==> src/rtl/sdram_uart_pkg.sv <==
// Shared definitions for the UART <-> SDRAM burst path: FSM encoding, grant type
// and default ring geometry.
package sdram_uart_pkg;

    localparam int unsigned DEF_ADDR_W   = 24;
    localparam logic [23:0] DEF_ADDR_MIN = 24'd0;
    localparam logic [23:0] DEF_ADDR_MAX = 24'd1023;

    localparam logic [1:0] ST_INIT  = 2'd0;
    localparam logic [1:0] ST_IDLE  = 2'd1;
    localparam logic [1:0] ST_WRITE = 2'd2;
    localparam logic [1:0] ST_READ  = 2'd3;

    typedef enum logic {
        GRANT_WRITE = 1'b0,
        GRANT_READ  = 1'b1
    } grant_t;

endpackage

==> src/rtl/burst_addr_gen.sv <==
// Burst start-address pointer for the SDRAM ring: advances by burst_len when a
// burst completes and wraps to ADDR_MIN when the next burst would overrun ADDR_MAX.
module burst_addr_gen
    import sdram_uart_pkg::*;
#(
    parameter int unsigned       ADDR_W   = DEF_ADDR_W,
    parameter logic [ADDR_W-1:0] ADDR_MIN = ADDR_W'(DEF_ADDR_MIN),
    parameter logic [ADDR_W-1:0] ADDR_MAX = ADDR_W'(DEF_ADDR_MAX)
) (
    input  logic              clk,
    input  logic              rst_n,
    input  logic              advance,
    input  logic [9:0]        burst_len,
    output logic [ADDR_W-1:0] addr
);

    typedef logic [ADDR_W+1:0] wide_t;

    wide_t next_addr;
    wide_t next_end;
    logic  wrap;

    // Two guard bits keep the end-of-burst sum from overflowing near the top of the address space.
    always_comb begin
        next_addr = wide_t'(addr) + wide_t'(burst_len);
        next_end  = next_addr + wide_t'(burst_len) - wide_t'(1);
        wrap      = next_end > wide_t'(ADDR_MAX);
    end

    always_ff @(posedge clk or negedge rst_n) begin
        if (!rst_n) begin
            addr <= ADDR_MIN;
        end else if (advance) begin
            addr <= wrap ? ADDR_MIN : ADDR_W'(next_addr);
        end
    end

endmodule

==> src/rtl/sdram_burst_sched.sv <==
// Burst scheduler between the UART FIFOs and the SDRAM controller: round-robin
// write/read arbitration, req/ack handshake, ring pointers and stored-word count.
module sdram_burst_sched
    import sdram_uart_pkg::*;
#(
    parameter int unsigned       ADDR_W   = DEF_ADDR_W,
    parameter logic [ADDR_W-1:0] ADDR_MIN = ADDR_W'(DEF_ADDR_MIN),
    parameter logic [ADDR_W-1:0] ADDR_MAX = ADDR_W'(DEF_ADDR_MAX)
) (
    input  logic              clk,
    input  logic              rst_n,
    input  logic              init_end,
    input  logic [9:0]        burst_len,
    input  logic [9:0]        wr_fifo_num,
    input  logic [9:0]        rd_fifo_num,
    input  logic              rd_valid,
    input  logic              sdram_wr_ack,
    input  logic              sdram_rd_ack,
    output logic              sdram_wr_req,
    output logic [ADDR_W-1:0] sdram_wr_addr,
    output logic              sdram_rd_req,
    output logic [ADDR_W-1:0] sdram_rd_addr,
    output logic              wr_burst_done,
    output logic              rd_burst_done,
    output logic [ADDR_W:0]   stored_cnt
);

    typedef logic [ADDR_W+1:0] occ_t;
    typedef logic [ADDR_W:0]   cnt_t;

    localparam occ_t CAP = occ_t'(ADDR_MAX) - occ_t'(ADDR_MIN) + occ_t'(1);

    logic [1:0] state;
    grant_t     last_grant;
    logic       wr_ack_d;
    logic       rd_ack_d;
    logic       wr_fall;
    logic       rd_fall;
    logic       wr_elig;
    logic       rd_elig;

    always_comb begin
        wr_elig = (burst_len != '0) && (wr_fifo_num >= burst_len) &&
                  (occ_t'(stored_cnt) + occ_t'(burst_len) <= CAP);
        rd_elig = (burst_len != '0) && rd_valid &&
                  (occ_t'(stored_cnt) >= occ_t'(burst_len)) && (rd_fifo_num == '0);
        wr_fall = (state == ST_WRITE) && wr_ack_d && !sdram_wr_ack;
        rd_fall = (state == ST_READ)  && rd_ack_d && !sdram_rd_ack;
    end

    // Ack history is only kept inside the matching burst state, so a stray ack
    // seen before the request cannot produce a falling edge later.
    always_ff @(posedge clk or negedge rst_n) begin
        if (!rst_n) begin
            wr_ack_d <= 1'b0;
            rd_ack_d <= 1'b0;
        end else begin
            wr_ack_d <= (state == ST_WRITE) && sdram_wr_ack;
            rd_ack_d <= (state == ST_READ)  && sdram_rd_ack;
        end
    end

    always_ff @(posedge clk or negedge rst_n) begin
        if (!rst_n) begin
            state         <= ST_INIT;
            last_grant    <= GRANT_READ;
            sdram_wr_req  <= 1'b0;
            sdram_rd_req  <= 1'b0;
            wr_burst_done <= 1'b0;
            rd_burst_done <= 1'b0;
            stored_cnt    <= '0;
        end else begin
            wr_burst_done <= 1'b0;
            rd_burst_done <= 1'b0;
            case (state)
                ST_INIT: begin
                    if (init_end) state <= ST_IDLE;
                end
                ST_IDLE: begin
                    if (!init_end) begin
                        state <= ST_INIT;
                    end else if (wr_elig && (!rd_elig || last_grant == GRANT_READ)) begin
                        state        <= ST_WRITE;
                        sdram_wr_req <= 1'b1;
                        last_grant   <= GRANT_WRITE;
                    end else if (rd_elig) begin
                        state        <= ST_READ;
                        sdram_rd_req <= 1'b1;
                        last_grant   <= GRANT_READ;
                    end
                end
                ST_WRITE: begin
                    if (wr_fall) begin
                        state         <= ST_IDLE;
                        sdram_wr_req  <= 1'b0;
                        wr_burst_done <= 1'b1;
                        stored_cnt    <= stored_cnt + cnt_t'(burst_len);
                    end
                end
                ST_READ: begin
                    if (rd_fall) begin
                        state         <= ST_IDLE;
                        sdram_rd_req  <= 1'b0;
                        rd_burst_done <= 1'b1;
                        stored_cnt    <= stored_cnt - cnt_t'(burst_len);
                    end
                end
                default: state <= ST_INIT;
            endcase
        end
    end

    burst_addr_gen #(
        .ADDR_W   (ADDR_W),
        .ADDR_MIN (ADDR_MIN),
        .ADDR_MAX (ADDR_MAX)
    ) u_wr_addr (
        .clk       (clk),
        .rst_n     (rst_n),
        .advance   (wr_fall),
        .burst_len (burst_len),
        .addr      (sdram_wr_addr)
    );

    burst_addr_gen #(
        .ADDR_W   (ADDR_W),
        .ADDR_MIN (ADDR_MIN),
        .ADDR_MAX (ADDR_MAX)
    ) u_rd_addr (
        .clk       (clk),
        .rst_n     (rst_n),
        .advance   (rd_fall),
        .burst_len (burst_len),
        .addr      (sdram_rd_addr)
    );

endmodule

==> config.mk <==
export PLATFORM = sky130hd
export DESIGN_NAME = sdram_burst_sched
export DESIGN_NICKNAME = d
export VERILOG_FILES = /design/src/rtl/sdram_uart_pkg.sv /design/src/rtl/burst_addr_gen.sv /design/src/rtl/sdram_burst_sched.sv
export SDC_FILE = /design/constraint.sdc
export NUM_CORES = 1
export LEC_CHECK = 0
export CAP_MARGIN = 15
export CORE_ASPECT_RATIO = 0.75
export CORE_MARGIN = 2
export CORE_UTILIZATION = 40
export CTS_CLUSTER_SIZE = 30
export DETAILED_ROUTE_END_ITERATION = 7
export HOLD_SLACK_MARGIN = 0.03
export PLACE_DENSITY = 0.65
export SYNTH_ARGS = -nofsm -noshare
export SYNTH_HDL_FRONTEND = slang
export SYNTH_SLANG_ARGS = --single-unit
==> constraint.sdc <==
create_clock -name clk -period 12.5 [get_ports clk]
set_input_delay 2.5 -clock clk [delete_from_list [all_inputs] [get_ports clk]]
set_output_delay 2.5 -clock clk [all_outputs]
set_load 0.005 [all_outputs]
==> reports/results.tsv, run 1 <==
stage	metric	value	unit
outcome	status	completed	
timing	rsz0062_at_grt	no	
synthesis	synthXorXnorAreaFrac	7.013	%
worst_hold_path	whs_path_depth	2	
clock_network	cts_resized	0	
critical_path	cp.arrival	9.24	ns
clock_network	tritoncts_clock_tree	built	
power_and_ir_drop	power-per-cell-area	135.1	nW/µm²
timing	max_slew.worst_pin.slew	1.050	ns
critical_path	setup.worst_path.end	u_wr_addr.addr[10]	
place	port_buffers	112	
final_layout	stdcell_area	12250	µm²
timing	fmaxAchievable	0.1118	GHz
timing	postLayoutSetupSlackWorst	3.552	ns
place	placement.setup.worst_slack	3.402	ns
global_routing	grt_util_all_layers	23.87	%
synthesis	ys_seq_elements	82	
synthesis	yosysWarnings	0	
detailed_routing	ant_nets	0	
flow_run	max_cap_violations	0	
critical_path	req_time_crit_path	12.79	ns
die	floorplan.initialDensity	40.77	%
clock_network	clk_latency	0.36	ns
detailed_routing	firstDrtPassIters	5	
timing	final-setup-viol-count	0	
detailed_routing	routed_via_density	6.005	
detailed_routing	drt_drc_violations_left	0	
final_layout	commonest_non_fill_non_tap_cell_in_the_layout	inv_1	
synthesis	post_synth_and_or_nand_nor_area_fraction	21.03	%
global_routing	grt_remaining_overflow	0	
place	dp.final_hpwl	26110	µm
synthesis	netlist_area	10620	µm²
critical_path	worst-r2r-setup-slack	6.01	ns
clock_network	clk_pin_slew_worst_paths	0.08	ns
clock_network	max-clock-path-buffers	2	
global_routing	grt_pass1_wl	53150	µm
synthesis	netlist_instances	1354	
clock_network	cts_max_level	3	
die	die_width	192.1	µm
global_routing	grt_max_degree	43	
global_routing	grt_pass1_vias	9617	
detailed_routing	wire_per_inst	19.06	µm
power_and_ir_drop	peakVddDrop	0.00008643	V
final_layout	areaGrowthSynthToFinish	15.39	%
critical_path	crit_fanout	19	
final_layout	final-instance-count-excl-fill	1774	
final_layout	num_antenna_cells	0	
synthesis	synth.yosys.seq_area_share	19.34	%
global_routing	initial_antenna_violation_count	0	
place	number_of_placed_cells_counting_well_taps	1758	
synthesis	synth_top_family_by_area	compound AO/OA/AOI/OAI gates	
worst_hold_path	hold_path.class	reg -> reg	
synthesis	synthesized_net_count	1512	
clock_network	cts.repair_timing.setup_buffer_count	0	
timing	slew_headroom	30.00	%
die	num_rows	51	
critical_path	timing.critical_path.to_type	flip-flop	
final_layout	mostFrequentLayoutCells	126 x inv_1, 116 x ha_1, 115 x nand2_1	
synthesis	synth_mux_area_share	0.9547	%
timing	slew_viol_final	0	
synthesis	synth_cell_types	96	
critical_path	setup.worst_path.start_class	input port	
final_layout	layout.nets	1583	
timing	period_utilization	71.58	%
detailed_routing	drt-total-wl	33820	µm
synthesis	dominantRegCellSynth	dfrtp_1	
critical_path	regToRegStartpoint	u_wr_addr.addr[2]	
die	core_area	26040	µm²
synthesis	syn_area_per_cell	7.840	µm²
final_layout	final_core_utilization	47.05	%
clock_network	cts_sinks	82	
clock_network	cts-buffers-inserted	9	
timing	totalNegativeSetupSlack	0	ns
final_layout	share_of_post_route_cells_with_drive_strength_above_1	5.245	%
die	die-height	145.1	µm
detailed_routing	via_count	10653	
power_and_ir_drop	p_leak	5.480	nW
timing	finalCriticalPeriod	8.948	ns
die	area_enclosed_by_the_die_boundary	27870	µm²
synthesis	synth-async-reset-ratio	100.0	%
detailed_routing	number_of_violations_reported_at_the_end_of_detailed_routing_iteration_0	961	
critical_path	reg2reg_depth	20	
critical_path	regToRegEndpoint	u_wr_addr.addr[10]	
synthesis	synth-adder-area-share	14.80	%
die	io_pins	113	
critical_path	critical_path_class	in -> reg	
clock_network	cts_hold_buf	0	
critical_path	worst_setup_path_startpoint	burst_len[1]	
place	placed_area	11960	µm²
clock_network	clk_root_buffer_cell	clkbuf_16	
synthesis	synth-compound-area-share	29.95	%
synthesis	synth_edf_count	0	
timing	hold_viol_final	0	
timing	clock-skew-final	0.008105	ns
place	place_congestion	0.9495	
## kinds of logic (layout without fill, tap and decap cells)
group / Yosys count / after routing
simple gates: 435 / 435
compound gates: 433 / 433
buf+inv: 187 / 263
fa+ha+maj: 122 / 122
xor+xnor: 85 / 85
flops: 82 / 82
mux: 10 / 10
## cells in the mapped netlist, types with 16 or more instances
cell type	count	area share [%]
inv_1	126	4.5
ha_1	116	14
nand2_1	115	4.1
a21oi_1	91	4.3
nor2_1	91	3.2
dfrtp_1	81	19
o21ai_0	70	3.3
clkbuf_1	46	1.6
xnor2_1	45	3.7
nand3_1	41	1.9
xor2_1	40	3.3
a21o_1	29	2.1
and3_1	26	1.5
nor3_1	22	1.0
a211oi_1	20	1.4
nand4_1	20	1.2
o31ai_1	20	1.4
nor2b_1	19	1.1
nor4_1	18	1.1
a32o_1	16	1.5
## how the worst min path moves through the flow
stage / start / to / slack [ns]
after global routing: last_grant / last_grant / 0.52
after detailed placement: last_grant / last_grant / 0.51
after floorplan: last_grant / last_grant / 0.48
after global placement: last_grant / last_grant / 0.50
final: last_grant / last_grant / 0.52
after CTS: last_grant / last_grant / 0.52
## through the flow
| stage | hold slack, ns | total power, mW |
|---|---|---|
| 3_5_place_dp | 0.5074 | 1.366 |
| 5_1_grt | 0.5238 | 1.771 |
| 2_1_floorplan | 0.4816 | 1.069 |
| 4_1_cts | 0.5158 | 1.648 |
| 3_3_place_gp | 0.4965 | 1.352 |
| 6_report | 0.5197 | 1.655 |
## cell type report
cell class	instances	area, µm²
fill	2560	13790
multi-input combinational	1085	7829
sequential	82	2053
timing repair buffer	118	1167
inverter	129	484.2
tap	344	430.4
clock buffer	9	225.2
clock inverter	7	60.06
## power by group
group          switching, mW  internal, mW  total (mW)  leakage, nW
logic                  0.585         0.409       0.994         4.28
registers             0.0818         0.307       0.388         1.06
clock network          0.134         0.139       0.273        0.137
## routing by layer
metal	wire length, µm	global-route usage, %	vias up
met3	2644	5.104	51
met1	16720	36.96	5026
li1	-	-	5142
met2	13760	32.94	434
met5	0	0	-
met4	689	5.878	0
## flip-flops by register name, indices dropped and copies added (netlist names)
register	count
u_rd_addr.addr	24
wr_ack_d	1
rd_ack_d	1
u_wr_addr.addr	24
state	2
rd_burst_done	1
last_grant	1
sdram_rd_req	1
sdram_wr_req	1
stored_cnt	25
wr_burst_done	1
## worst max-delay path, cell delays in order
cell	delay, ns
clkdlybuf4s50_1	0.81
ha_1	0.34
a211oi_1	0.30
o21ai_0	0.22
a211oi_2	0.48
nor2_1	0.27
nand2_1	0.24
nor2_1	0.08
xor2_1	0.24
inv_1	0.07
ha_1	0.50
inv_1	0.12
or4_1	0.51
a21oi_1	0.17
nor3_1	0.16
a2111oi_0	0.42
a211oi_1	0.12
a2111oi_2	0.40
buf_4	0.25
and2_1	0.73
a32o_1	0.27
Power figures use the tool's default switching activity.
==> run 2: changes to the inputs <==
Clock period 12.5 ns to 8.7 ns, I/O delays scaled along.
==> reports/results.tsv, run 2 (same netlist as run 1, synthesis figures left out) <==
stage	metric	value	unit	change
flow_run	max_cap_violations	0		unchanged
timing	finalCriticalPeriod	7.738	ns	
timing	max_slew.worst_pin.slew	0.9617	ns	-0.08832 ns
critical_path	crit_path_max_incr_delay	0.60	ns	-0.21 ns
clock_network	clk_pin_slew_worst_paths	0.08	ns	about the same
final_layout	filler_cell_count	2534		-1.0%
detailed_routing	drt-total-wl	34160	µm	+1.0%
detailed_routing	firstDrtPassIters	6		+1
die	die-height	145.1	µm	unchanged
clock_network	cts-buffers-inserted	9		unchanged
die	die_width	192.1	µm	unchanged
timing	fmaxAchievable	0.1292	GHz	
detailed_routing	number_of_violations_reported_at_the_end_of_detailed_routing_iteration_0	1093		+14%
die	io_pins	113		unchanged
place	port_buffers	112		unchanged
worst_hold_path	hold_path.class	reg -> reg		
global_routing	grt_util_all_layers	24.17	%	+0.29 points
critical_path	regToRegEndpoint	u_rd_addr.addr[9]		
timing	clock-skew-final	0.01423	ns	+0.006121 ns
global_routing	grt_pass1_wl	53540	µm	+0.73%
final_layout	regMostFlops	stored_cnt		
critical_path	regToRegStartpoint	u_rd_addr.addr[0]		
detailed_routing	via_count	10730		+0.72%
timing	hold_viol_final	0		unchanged
clock_network	tritoncts_clock_tree	built		
timing	totalNegativeSetupSlack	0	ns	unchanged
worst_hold_path	whs_path_depth	2		unchanged
critical_path	reg2reg_depth	21		+5.0%
clock_network	cts_sinks	82		unchanged
clock_network	cts_resized	0		unchanged
final_layout	final_core_utilization	47.20	%	+0.15 points
critical_path	cpMaxStageDelayCell	clkdlybuf4s50_1		
detailed_routing	routed_via_density	6.031		+0.44%
place	placement.setup.worst_slack	0.6610	ns	-2.740 ns
clock_network	cts_max_level	3		unchanged
timing	slew_viol_final	0		unchanged
final_layout	num_antenna_cells	0		unchanged
final_layout	final-instance-count-excl-fill	1779		+0.28%
die	core_area	26040	µm²	unchanged
clock_network	cts_hold_buf	0		unchanged
detailed_routing	wire_per_inst	19.20	µm	+0.72%
final_layout	areaGrowthSynthToFinish	15.77	%	
critical_path	req_time_crit_path	8.96	ns	-3.83 ns
timing	postLayoutSetupSlackWorst	0.9624	ns	-2.590 ns
critical_path	setup.worst_path.start_class	input port		
place	number_of_placed_cells_counting_well_taps	1762		+0.23%
detailed_routing	ant_nets	0		unchanged
timing	final-setup-viol-count	0		unchanged
critical_path	crit_fanout	17		-2
clock_network	clk_latency	0.37	ns	about the same
place	place_congestion	0.9486		about the same
global_routing	grt_pass1_vias	9552		-0.68%
clock_network	cts.repair_timing.setup_buffer_count	0		unchanged
timing	period_utilization	88.94	%	
critical_path	worst-r2r-setup-slack	2.56	ns	-3.45 ns
final_layout	largest_register_ffs	25		unchanged
worst_hold_path	worst_hold_path.endpoint	last_grant		
power_and_ir_drop	post-layout-total-power	2.406	mW	+45%
critical_path	timing.critical_path.cells	clkdlybuf4s50_1 > ha_1 > fa_1 > a21o_1 > a221oi_2 > o21bai_1 > a21oi_1 > xor2_1 > ha_1 > inv_1 > ha_1 > a21o_1 > a21oi_1 > o21ai_0 > o21ba_2 > a21o_1 > o311a_1 > o221ai_1 > xnor2_1 > nor4_4 > nand2_2 > o31ai_1		
critical_path	cp.arrival	8.00	ns	-1.24 ns
worst_hold_path	min-delay-start	last_grant		
final_layout	layout.nets	1588		+0.32%
final_layout	mostFrequentLayoutCells	126 x inv_1, 116 x ha_1, 115 x nand2_1		
critical_path	worst_setup_path_startpoint	burst_len[0]		
final_layout	reg_top3	stored_cnt: 25 flops, u_rd_addr.addr: 24 flops, u_wr_addr.addr: 24 flops		
detailed_routing	drt_drc_violations_left	0		unchanged
timing	rsz0062_at_grt	no		
critical_path	timing.critical_path.to_type	flip-flop		
outcome	status	completed		
die	floorplan.initialDensity	40.77	%	unchanged
final_layout	share_of_post_route_cells_with_drive_strength_above_1	5.575	%	+0.33 points
die	area_enclosed_by_the_die_boundary	27870	µm²	unchanged
power_and_ir_drop	p_leak	5.512	nW	+0.57%
power_and_ir_drop	power-per-cell-area	195.8	nW/µm²	+45%
timing	slew_headroom	35.73	%	+5.7 points
clock_network	max-clock-path-buffers	2		unchanged
critical_path	critical_path_class	in -> reg		
global_routing	grt_max_degree	43		unchanged
final_layout	commonest_non_fill_non_tap_cell_in_the_layout	inv_1		
clock_network	clk_root_buffer_cell	clkbuf_16		
die	num_rows	51		unchanged
global_routing	initial_antenna_violation_count	1		+1
global_routing	grt_remaining_overflow	0		unchanged
place	dp.final_hpwl	26640	µm	+2.0%
power_and_ir_drop	peakVddDrop	0.00008957	V	+3.6%
run 2: cell types whose count changed in the layout (fill, tap and decap cells not counted):
cell / change
buf_4: +6
buf_6: -1
clkinv_4: -2
clkinvlp_4: -1
inv_6: +1
inv_8: +2
run 2: power by group:
group          switching, mW  leakage [nW]  internal (mW)  total [mW]
Combinational          0.847          4.30          0.591        1.44
Sequential             0.118          1.06          0.441       0.559
Clock                  0.206         0.146          0.204       0.410
Total                   1.17          5.51           1.23        2.41
run 2: worst max-delay path by stage:
stage / end / slack [ns] / depth (start not counted)
global route: u_rd_addr.addr[9] / 0.54 / 22
global placement: u_rd_addr.addr[9] / 0.76 / 22
finish: u_rd_addr.addr[9] / 0.96 / 22
detailed placement: u_rd_addr.addr[9] / 0.66 / 22
CTS: u_rd_addr.addr[9] / 1.01 / 22
floorplan: u_rd_addr.addr[19] / 2.21 / 22
run 2: layer usage:
| layer | up-vias | wire length [µm] | part of all wire, % | track usage [%] |
|---|---|---|---|---|
| met5 | - | 0 | 0 | 0 |
| met4 | 0 | 563 | 1.6 | 5.573 |
| met3 | 37 | 2894 | 8.5 | 4.185 |
| met2 | 484 | 13640 | 40 | 33.07 |
| met1 | 5036 | 17060 | 50 | 38.41 |
| li1 | 5173 | - | - | - |
run 2: layout make-up:
class	count	area, µm²	share of cell area (%)
clock buffer	9	225.2	1.833
clock inverter	7	66.31	0.5396
inverter	129	484.2	3.940
multi-input combinational	1085	7829	63.70
sequential	82	2053	16.71
tap	344	430.4	3.502
timing repair buffer	123	1201	9.774
run 2: through the flow:
| stage | instance area (µm²) | hold slack [ns] |
|---|---|---|
| after global placement | 11990 | 0.4948 |
| final | 12290 | 0.5126 |
| after global routing | 12290 | 0.5188 |
| after CTS | 12280 | 0.5133 |
| after detailed placement | 11990 | 0.5068 |
| after floorplan | 10620 | 0.4816 |
run 2: worst max-delay path, delay by kind of cell:
kind	cells	cell delay, ns
adders and majority gates	4	1.25
AOI/OAI and AO/OA	12	2.93
and+or+nand+nor	2	0.98
xor gates and xnor gates	2	0.41
buffers and inverters	2	0.66
